--- config.mk ---
export PLATFORM = sky130hd
export DESIGN_NAME = op_arbiter
export DESIGN_NICKNAME = d
export VERILOG_FILES = /design/src/rtl/arb_pkg.sv /design/src/rtl/op_arbiter_rr_pick.sv /design/src/rtl/op_arbiter.sv
export SDC_FILE = /design/constraint.sdc
export NUM_CORES = 1
export LEC_CHECK = 0
export ABC_AREA = 0
export BUFFER_PORTS_ARGS = -buffer_cell sky130_fd_sc_hd__buf_2
export CAP_MARGIN = 5
export CORE_ASPECT_RATIO = 1.5
export CORE_MARGIN = 2
export CORE_UTILIZATION = 45
export DETAILED_ROUTE_END_ITERATION = 8
export PLACE_DENSITY = 0.88
export SETUP_SLACK_MARGIN = 0.5
export SYNTH_ARGS = -nofsm -noshare
export SYNTH_HDL_FRONTEND = slang
export SYNTH_SLANG_ARGS = --single-unit
--- constraint.sdc ---
create_clock -name clk -period 3.75 [get_ports clk]
set_input_delay 0.375 -clock clk [delete_from_list [all_inputs] [get_ports clk]]
set_output_delay 0.375 -clock clk [all_outputs]
set_load 0.01 [all_outputs]
--- src/rtl/arb_pkg.sv ---
// Shared types for the operand arbiter: FSM states and pointer type.
// Default requester count sizes the round-robin pointer.
package arb_pkg;

    localparam int ARB_N_REQ = 4;

    typedef logic [$clog2(ARB_N_REQ)-1:0] ptr_t;

    typedef enum logic [2:0] {
        IDLE,
        ISSUE,
        WAIT,
        ERR,
        RESP
    } state_t;

endpackage

--- src/rtl/op_arbiter_rr_pick.sv ---
// Combinational round-robin picker: first request at or after ptr,
// found by masking a doubled request vector and isolating its lowest bit.
module rr_pick #(
    parameter int N = 4
) (
    input  logic [N-1:0]         req,
    input  logic [$clog2(N)-1:0] ptr,
    output logic [N-1:0]         gnt,
    output logic                 any_req
);

    localparam logic [2*N-1:0] ONE = (2*N)'(1);

    logic [2*N-1:0] dbl;
    logic [2*N-1:0] below;
    logic [2*N-1:0] masked;
    logic [2*N-1:0] first;

    always_comb begin
        dbl    = {req, req};
        below  = (ONE << ptr) - ONE;
        masked = dbl & ~below;
        // lowest set bit; the upper copy supplies the wrap-around
        first  = masked & ~(masked - ONE);
        gnt    = first[N-1:0] | first[2*N-1:N];
        any_req = |req;
    end

endmodule

--- src/rtl/op_arbiter.sv ---
// Round-robin arbiter sharing one A+B datapath between N_REQ requesters,
// with operand range check, issue handshake and response timeout.
module op_arbiter
    import arb_pkg::*;
#(
    parameter int N_REQ       = ARB_N_REQ,
    parameter int W           = 4,
    parameter int MAX_OPERAND = 9,
    parameter int TIMEOUT     = 16
) (
    input  logic               clk,
    input  logic               rst,
    input  logic [N_REQ-1:0]   req_valid,
    input  logic [N_REQ*W-1:0] req_a,
    input  logic [N_REQ*W-1:0] req_b,
    output logic [N_REQ-1:0]   req_ready,
    output logic               dp_valid,
    output logic [W-1:0]       dp_a,
    output logic [W-1:0]       dp_b,
    input  logic               dp_ready,
    input  logic               dp_rsp_valid,
    input  logic [W:0]         dp_rsp_sum,
    output logic [N_REQ-1:0]   rsp_valid,
    output logic [W:0]         rsp_sum,
    output logic               rsp_err
);

    localparam int PW = $clog2(N_REQ);
    localparam int CW = $clog2(TIMEOUT + 1);
    localparam logic [W-1:0]  MAX_V    = W'(MAX_OPERAND);
    localparam logic [CW-1:0] CNT_LAST = CW'(TIMEOUT - 1);
    localparam logic [PW-1:0] PTR_LAST = PW'(N_REQ - 1);

    state_t             state;
    state_t             nstate;
    logic [PW-1:0]      ptr;
    logic [N_REQ-1:0]   gnt_q;
    logic [PW-1:0]      gnt_idx;
    logic [CW-1:0]      cnt;
    logic [N_REQ-1:0]   pick_gnt;
    logic               any_req;
    logic [W-1:0]       sel_a;
    logic [W-1:0]       sel_b;
    logic               bad;
    logic               timed_out;

    rr_pick #(.N(N_REQ)) u_pick (
        .req     (req_valid),
        .ptr     (ptr),
        .gnt     (pick_gnt),
        .any_req (any_req)
    );

    always_comb begin
        sel_a   = '0;
        sel_b   = '0;
        gnt_idx = '0;
        for (int i = 0; i < N_REQ; i++) begin
            if (pick_gnt[i]) begin
                sel_a = req_a[i*W +: W];
                sel_b = req_b[i*W +: W];
            end
            if (gnt_q[i]) gnt_idx = PW'(i);
        end
        bad       = (sel_a > MAX_V) || (sel_b > MAX_V);
        timed_out = (cnt == CNT_LAST);
    end

    always_comb begin
        nstate    = state;
        req_ready = '0;
        dp_valid  = 1'b0;
        rsp_valid = '0;
        unique case (state)
            IDLE: begin
                req_ready = pick_gnt;
                if (any_req) nstate = bad ? ERR : ISSUE;
            end
            ISSUE: begin
                dp_valid = 1'b1;
                if (dp_ready) nstate = WAIT;
            end
            WAIT: begin
                if (dp_rsp_valid || timed_out) nstate = RESP;
            end
            ERR: nstate = RESP;
            RESP: begin
                rsp_valid = gnt_q;
                nstate    = IDLE;
            end
            default: nstate = IDLE;
        endcase
    end

    always_ff @(posedge clk) begin
        if (rst) state <= IDLE;
        else     state <= nstate;
    end

    always_ff @(posedge clk) begin
        if (rst) begin
            ptr     <= '0;
            gnt_q   <= '0;
            dp_a    <= '0;
            dp_b    <= '0;
            cnt     <= '0;
            rsp_sum <= '0;
            rsp_err <= 1'b0;
        end else begin
            unique case (state)
                IDLE: begin
                    if (any_req) begin
                        gnt_q <= pick_gnt;
                        dp_a  <= sel_a;
                        dp_b  <= sel_b;
                    end
                end
                ISSUE: begin
                    if (dp_ready) cnt <= '0;
                end
                WAIT: begin
                    cnt <= cnt + 1'b1;
                    // a response in the last timeout cycle still wins
                    if (dp_rsp_valid) begin
                        rsp_sum <= dp_rsp_sum;
                        rsp_err <= 1'b0;
                    end else if (timed_out) begin
                        rsp_sum <= '0;
                        rsp_err <= 1'b1;
                    end
                end
                ERR: begin
                    rsp_sum <= '0;
                    rsp_err <= 1'b1;
                end
                RESP: begin
                    ptr <= (gnt_idx == PTR_LAST) ? '0 : gnt_idx + 1'b1;
                end
                default: ;
            endcase
        end
    end

endmodule
==> run metrics, run 1 <==
die area=4000 um^2; Max Fclk=357 MHz; Placement Rows=26; synthesis-to-layout area growth=24.8%; Initial Utilization=46.5%; Chip Height=76.4 um; clock-pin slew on the worst setup and hold paths=0.09 ns; grt total ovfl=0; post-route setup TNS=0 ns; sequential fraction of the synthesis area=35.6%; global-route wire length before repair=6.73 mm; Core Box Area=3380 um^2; clock root cell=clkbuf_8; Worst-Skew Late Latency=0.28 ns; WL per Instance=14.2 um; RSZ-0062 raised after global routing=false; overall power=1.14 mW; Layout Nets=309; hold_sp=dp_rsp_sum[0]; asr flop ratio synth=0%; Mapped Nets=245; CTS tree=yes; 1st-iter DRT viols=39; clk buf depth=2; sw frac=41.6%; PortBufs=67; combinational share of power=45.5%; worst min path class=in -> reg; power per cell area=582 nW/um^2; pre-CTS setup slack=1.08 ns; fin crit share=74.7%; Distinct cells, synth=44; final count of negative-setup-slack endpoints=0; Setup crit start kind=flop; drt total wl=4.27 mm; max-slew violation count=0; CTS Buf Count=3; drt pass-1 iters=4; Worst Setup End Kind=output pin; Final ANT Viol Nets=0; vias in the first global route=1592; status=finished, final reports clean; fill cell total of the finished layout=337; Internal=668 uW; EDFF count, synth=0; placed cells=297; mapped cell area=1570 um^2; maximum VDD drop=0.000395 V; critical path class=reg -> out; hpwl dp=3.39 mm; number of diodes=0; Num Clock Sinks=28; power share of the clock group=16.5%; share of cells above drive strength 1=32.4%; postcts setup bufs=0; Crit Reg-Reg Startpoint=ptr[0]; Final Hold Vio Count=0; DRC viols=0; RePlAce Congestion=0.974; Finished Layout Cells=301; average size of a mapped cell=8.03 um^2; Die Width=52.3 um; Yosys warning count=0; vias per cell=5.66; main flop type after synthesis=dfxtp_1; boundary pin count=68; Leak Pwr=0.906 nW; largest net degree at the start of global routing=29; CP required=3.38 ns; final setup skew=0.00155 ns; Max-Cap Viols=0; Worst Setup SP=ptr[0]; Cells after Synth=196; Slew HR=41.4%; initial antenna violation count=0; Final Critical Period=2.80 ns; Tot GR Track Use=21.9%; setup ws final=0.950 ns; CP max FO=10; Psw=476 uW; via count=1703; Clock H-tree levels=1; critical path data arrival time=2.43 ns; sequential fraction of design power=38.0%; slew of the pin with the lowest slew margin=0.866 ns; cts-stage hold buffer count=0; Yosys reg bits=28; CTS-repair resized insts=0
-- critical path, stage by stage (launching register included) --
cell     delay (ns)
dfxtp_1        0.49
or2b_1         0.26
ha_1           0.32
a22oi_1        0.11
and3_2         0.24
or2_2          0.36
and2_1         0.21
buf_2          0.15
-- state kept, by name, indices dropped and copies added, names as in the netlist --
register and flops:
ptr 2, cnt 5, rsp_err 1, rsp_sum 5, dp_b 4, state 3
dp_a 4, gnt_q 4
-- layout make-up --
class	count	area [um^2]	share of cell area [%]
Clock buffer	4	55.1	2.80
Inverter	7	26.3	1.34
Timing Repair Buffer	67	335	17.1
Tap cell	42	52.6	2.68
Multi-Input combinational cell	153	935	47.6
Sequential cell	28	561	28.5
-- power by group through the flow --
stage	Combinational [mW]	Sequential [mW]	Clock, mW
final	0.521	0.434	0.189
after global routing	0.580	0.445	0.208
after CTS	0.522	0.433	0.191
after detailed placement	0.517	0.439	0
after global placement	0.506	0.436	0
after floorplan	0.347	0.447	0
-- cells by family (layout without fill, tap and decap cells) --
group | Yosys count | in the layout | share of synthesized area [%]
fa+ha+maj | 4 | 4 | 3.18
buf+inv | 15 | 78 | 5.01
compound gates | 65 | 65 | 30.7
simple gates | 84 | 84 | 25.5
flops | 28 | 28 | 35.6
-- cell usage in the layout, fill, tap and decap left out, types with 3 or more instances in the layout --
cell / instances
and2_1: 5
clkbuf_8: 4
inv_1: 7
nand2b_1: 3
o21ai_0: 7
nor3_1: 8
dfxtp_1: 28
o32ai_1: 4
a211oi_1: 5
a21oi_1: 20
a31oi_1: 4
nand2_1: 18
nor2_1: 32
and3_1: 4
buf_2: 67
ha_1: 4
a22oi_1: 7
-- through the flow --
stage / cell area (um^2) / hold WS (ns) / util (%)
final: 1960 / 0.323 / 58.1
after global placement: 1910 / 0.445 / 56.4
after detailed placement: 1910 / 0.449 / 56.4
after floorplan: 1570 / 0.448 / -
after global routing: 1960 / 0.332 / 58.1
after CTS: 1960 / 0.328 / 58.1
-- metal layers --
metal / wire length [um] / vias to the layer above / global-route usage (%)
met5: 0 / - / 0
met4: 112 / 0 / 11.0
met3: 236 / 9 / 4.51
met2: 2330 / 55 / 38.4
met1: 1590 / 799 / 23.6
li1: - / 840 / -
-- final timing paths --
check | to | slack, ns | cells after the start
min reg2reg | dp_a[1] | 0.46 | 2
max reg2reg | state[1] | 1.06 | 9
min | rsp_sum[0] | 0.32 | 3
max | req_ready[0] | 0.95 | 7
-- synth_stat cells (3+ instances only) --
library cell	number	area [um^2]
and2_1	5	31.3
o21ai_0	7	35.0
dfxtp_1	28	561
a31oi_1	4	25.0
inv_1	7	26.3
a22oi_1	7	52.6
a211oi_1	5	37.5
nand2b_1	3	18.8
and3_1	4	25.0
clkbuf_1	4	15.0
a21oi_1	20	100
nand2_1	18	67.6
o32ai_1	4	35.0
nor3_1	8	40.0
ha_1	4	50.1
nor2_1	32	120
(Power assumes the default switching activity.)
==> inputs of run 2 (changes only) <==
CORE_UTILIZATION = 42   (was 45)
PLACE_DENSITY = 0.87   (was 0.88)
clock period = 2.3 ns   (was 3.75 ns; I/O delays follow)
==> run metrics, run 2 (synthesized netlist as in run 1, its figures left out) <==
minimum hold slack=0.184 ns (was 0.323 ns); CTS Buf Count=3 (unchanged); placed instance area=1990 um^2 (was 1910 um^2); vias in the first global route=1668 (was 1592); cell count of the worst reg-to-reg path=9 (unchanged); setup ws final=-0.0534 ns (was 0.950 ns); global-route wire length before repair=7.00 mm (was 6.73 mm); via count=1899 (was 1703); drt total wl=5.35 mm (was 4.27 mm); drt pass-1 iters=4 (unchanged); Final Critical Period=2.35 ns; fin crit share=102%; Buf/Inv on CP=0 (was 1); clk buf depth=2 (unchanged); overall power=2.24 mW (was 1.14 mW); Clock H-tree levels=1 (unchanged); hpwl dp=3.43 mm (was 3.39 mm); PortBufs=67 (unchanged); hold depth=3 (unchanged); hold_sp=dp_rsp_sum[0] (unchanged); 1st-iter DRT viols=82 (was 39); Die Width=54.0 um (was 52.3 um); power per cell area=948 nW/um^2 (was 582 nW/um^2); share of cells above drive strength 1=48.7% (was 32.4%); failing checks=negative setup slack; final setup skew=0.00233 ns (was 0.00155 ns); vias per cell=5.93 (was 5.66); Finished Layout Cells=320 (was 301); cell family with most CP delay=compound AO/OA/AOI/OAI gates (was simple AND/OR/NAND/NOR gates); commonest non-fill, non-tap cell in the layout=buf_2 (unchanged); Crit-path slowest cell=o32ai_1 (was dfxtp_1); CP max FO=7 (was 10); Final Hold Vio Count=0 (unchanged); critical path data arrival time=2.53 ns (was 2.43 ns); RePlAce Congestion=0.881 (was 0.974); CTS tree=yes (unchanged); Num Clock Sinks=28 (unchanged); die area=4260 um^2 (was 4000 um^2); most frequent cells in the layout=buf_2, nor2_1, dfxtp_1 (unchanged); Max-Cap Viols=0 (unchanged); Layout Nets=327 (was 309); largest net degree at the start of global routing=29 (unchanged); CP required=2.48 ns (was 3.38 ns); synthesis-to-layout area growth=50.2% (was 24.8%); Worst-Skew Late Latency=0.27 ns (was 0.28 ns); boundary pin count=68 (unchanged); largest registers=cnt (5), rsp_sum (5) (unchanged); final count of negative-setup-slack endpoints=1 (was 0); Final ANT Viol Nets=0 (unchanged); Initial Utilization=43.1% (was 46.5%); Chip Height=79.0 um (was 76.4 um); maximum VDD drop=0.000604 V (was 0.000395 V); Max Fclk=425 MHz; Core Box Area=3650 um^2 (was 3380 um^2); Setup crit start kind=flop (unchanged); status=complete, but fails checks (was finished, final reports clean); placed cells=303 (was 297); DRC viols=0 (unchanged); Worst Setup SP=ptr[0] (unchanged); ordered list of cells on the worst path=or2_4 -> ha_4 -> nand2_1 -> o2111ai_4 -> o32ai_1 -> a31oi_2 -> nor2_1 -> o221ai_2 -> a22o_1 (was or2b_1 -> ha_1 -> a22oi_1 -> and3_2 -> or2_2 -> and2_1 -> buf_2); cts-stage hold buffer count=0 (unchanged); Crit Reg-Reg Startpoint=ptr[0] (unchanged); pre-CTS setup slack=-0.0711 ns (was 1.08 ns); clock-pin slew on the worst setup and hold paths=0.09 ns (about the same); max-slew violation count=0 (unchanged); RSZ-0062 raised after global routing=true (was false); Leak Pwr=1.04 nW (was 0.906 nW); Worst Setup End Kind=flop (was output pin); clock root cell=clkbuf_8 (unchanged); slew of the pin with the lowest slew margin=0.526 ns (was 0.866 ns); critical path class=reg -> reg (was reg -> out); initial antenna violation count=0 (unchanged); worst min path class=in -> reg (unchanged); Final Cell Area=2360 um^2 (was 1960 um^2); grt total ovfl=0 (unchanged); WL per Instance=16.7 um (was 14.2 um); Placement Rows=27 (was 26); max incr delay on CP=0.42 ns (was 0.49 ns); Slew HR=64.8% (was 41.4%); number of diodes=0 (unchanged); Crit path depth=9 (was 7); Tot GR Track Use=22.0% (was 21.9%)
==> run 2: cell types whose count changed in the layout (fill, tap and decap cells not counted), sizes merged <==
cell and delta:
buf +18, bufinv +1, clkbuf -1
==> run 2: layer usage <==
layer | vias to the layer above | global-route usage [%] | part of all wire, %
met1 | 891 | 22.5 | 36
met3 | 27 | 3.20 | 5.1
met5 | - | 0 | 0
met4 | 0 | 12.5 | 5.4
met2 | 102 | 40.1 | 53
li1 | 879 | - | -
==> run 2: area by class of cell <==
type	count	area, um^2
Sequential cell	28	568
Fill cell	281	1280
Tap cell	43	53.8
Multi-Input combinational cell	153	1150
Inverter	7	26.3
Clock inverter	1	30.0
Timing Repair Buffer	85	490
Clock buffer	3	41.3
==> run 2: what timing repair did <==
action | in CTS | in global routing
resized for setup | 8 | 37
setup buffers | 7 | 6
pin swaps | 6 | 15
setup endpoints to repair | 16 | 17
==> run 2: tightest hold or removal path, delay by kind of cell <==
family | cells | cell delay (ns)
buffers and inverters | 1 | 0.07
AO/OA/AOI/OAI | 1 | 0.05
AND/OR/NAND/NOR | 1 | 0.07
==> run 2: final timing paths <==
path                     end  slack (ns)
setup / recovery    state[1]       -0.05
hold / removal    rsp_sum[0]        0.18
hold reg to reg      dp_a[1]        0.46
setup reg to reg    state[1]       -0.05
==> run 2: where the power goes <==
group	switching [mW]	internal, mW	total, mW
Sequential	0.102	0.609	0.711
Clock	0.150	0.233	0.383
Combinational	0.661	0.487	1.15
Total	0.913	1.33	2.24
==> run 2: metrics by stage <==
stage               TNS [ns]  utilization (%)
floorplan                  0                -
global placement           0             54.6
detailed placement   -0.0711             54.6
CTS                        0             58.9
global route          -0.109             64.8
finish               -0.0534             64.8
==> inputs of run 3 (changes only) <==
RECOVER_POWER = 50   (was unset)
==> run metrics, run 3 (synthesized netlist as in run 1, its figures left out) <==
Placement Rows=27 (unchanged); max-slew violation count=0 (unchanged); worst min path class=in -> reg (unchanged); clock-pin slew on the worst setup and hold paths=0.09 ns (about the same); via count=1898 (was 1899); largest net degree at the start of global routing=29 (unchanged); Layout Nets=327 (unchanged); post-route setup TNS=-0.0476 ns (was -0.0534 ns); Slew HR=65.2% (was 64.8%); Final Hold Vio Count=0 (unchanged); slew of the pin with the lowest slew margin=0.521 ns (was 0.526 ns); Chip Height=79.0 um (unchanged); RSZ-0062 raised after global routing=true (unchanged); Final Critical Period=2.35 ns (about the same); power per cell area=946 nW/um^2 (was 948 nW/um^2); fin crit share=102% (about the same); Max Fclk=426 MHz (was 425 MHz); initial antenna violation count=0 (unchanged); CTS Buf Count=3 (unchanged); vias in the first global route=1668 (unchanged); Leak Pwr=0.984 nW (was 1.04 nW); Tot GR Track Use=22.0% (unchanged); Die Width=54.0 um (unchanged); Worst-Skew Late Latency=0.27 ns (about the same); Finished Layout Cells=320 (unchanged); overall power=2.22 mW (was 2.24 mW); Worst Setup End Kind=flop (unchanged); CP max FO=7 (unchanged); drt total wl=5.34 mm (was 5.35 mm); Setup crit start kind=flop (unchanged); CP required=2.48 ns (about the same); vias per cell=5.93 (about the same); final setup skew=0.00269 ns (was 0.00233 ns); critical path class=reg -> reg (unchanged); synthesis-to-layout area growth=48.9% (was 50.2%); Core Box Area=3650 um^2 (unchanged); RePlAce Congestion=0.881 (unchanged); Max-Cap Viols=0 (unchanged); critical path data arrival time=2.53 ns (about the same); Final ANT Viol Nets=0 (unchanged); Clock H-tree levels=1 (unchanged); number of diodes=0 (unchanged); FF/Latch Area=568 um^2 (unchanged); global-route wire length before repair=7.00 mm (unchanged); failing checks=negative setup slack (unchanged); Final Util=64.2% (was 64.8%); R2R Setup Slk=-0.05 ns (about the same); drt pass-1 iters=4 (unchanged); final count of negative-setup-slack endpoints=1 (unchanged); die area=4260 um^2 (unchanged); fill cell total of the finished layout=290 (was 281); DRC viols=0 (unchanged); largest registers=cnt (5), rsp_sum (5) (unchanged); most frequent cells in the layout=buf_2, nor2_1, dfxtp_1 (unchanged); grt total ovfl=0 (unchanged); cts-stage hold buffer count=0 (unchanged); maximum VDD drop=0.000598 V (was 0.000604 V); setup ws final=-0.0476 ns (was -0.0534 ns); status=complete, but fails checks (unchanged); boundary pin count=68 (unchanged); commonest non-fill, non-tap cell in the layout=buf_2 (unchanged); share of cells above drive strength 1=43.3% (was 48.7%); 1st-iter DRT viols=74 (was 82); WL per Instance=16.7 um (about the same); placed cells=303 (unchanged); area of the multi-input gates=1150 um^2 (unchanged); Num Clock Sinks=28 (unchanged); CTS tree=yes (unchanged); clock root cell=clkbuf_8 (unchanged); hpwl dp=3.43 mm (unchanged); PortBufs=67 (unchanged); Initial Utilization=43.1% (unchanged); clk buf depth=2 (unchanged)
run 3: cell types whose count changed in the layout (fill, tap and decap cells not counted):
| cell | change |
|---|---|
| clkbuf_1 | +15 |
| buf_2 | -14 |
| buf_4 | -1 |
run 3: where the power goes:
group	leakage (nW)	switching [mW]	internal [mW]
Clock	0.0357	0.150	0.233
Sequential	0.230	0.103	0.609
Combinational	0.718	0.659	0.462
Total	0.984	0.912	1.30
run 3: final cells by class:
| type | count | area share (%) |
|---|---|---|
| Clock buffer | 3 | 1.76 |
| Inverter | 7 | 1.12 |
| Sequential cell | 28 | 24.2 |
| Timing Repair Buffer | 85 | 20.0 |
| Clock inverter | 1 | 1.28 |
| Tap cell | 43 | 2.30 |
| Multi-Input combinational cell | 153 | 49.3 |
run 3: stage by stage:
step	hold WS, ns	area (um^2)	setup WS (ns)
2_1_floorplan	0.378	1620	0.0607
3_3_place_gp	0.442	1990	0.0389
3_5_place_dp	0.450	1990	-0.0711
4_1_cts	0.176	2150	0.0419
5_1_grt	0.203	2340	-0.0997
6_report	0.184	2340	-0.0476
run 3: worst max-delay path: stages, from the launching register on:
cell	delay, ns
dfxtp_4	0.37
or2_4	0.26
ha_4	0.26
nand2_1	0.13
o2111ai_4	0.25
o32ai_1	0.42
a31oi_2	0.09
nor2_1	0.15
o221ai_2	0.12
a22o_1	0.18
run 3: routing by layer:
layer	up-vias	global-route usage (%)	share of wire, %
met5	-	0	0
met1	883	22.5	37
met4	0	12.5	5.7
met3	27	3.20	4.7
met2	109	40.1	52
li1	879	-	-
run 3: what timing repair did:
item                                    CTS  global route
buffers inserted                          7             6
cloned                                    0             0
endpoints found under the setup margin   16            17
pin swaps                                 6            15
gates resized for setup                   8            37
run 3: path summary, 6_finish.rpt:
| kind | from | to | depth (start not counted) |
|---|---|---|---|
| min | dp_rsp_sum[0] | rsp_sum[0] | 3 |
| max reg2reg | ptr[0] | state[1] | 9 |
| max | ptr[0] | state[1] | 9 |
| min reg2reg | dp_a[1] | dp_a[1] | 2 |
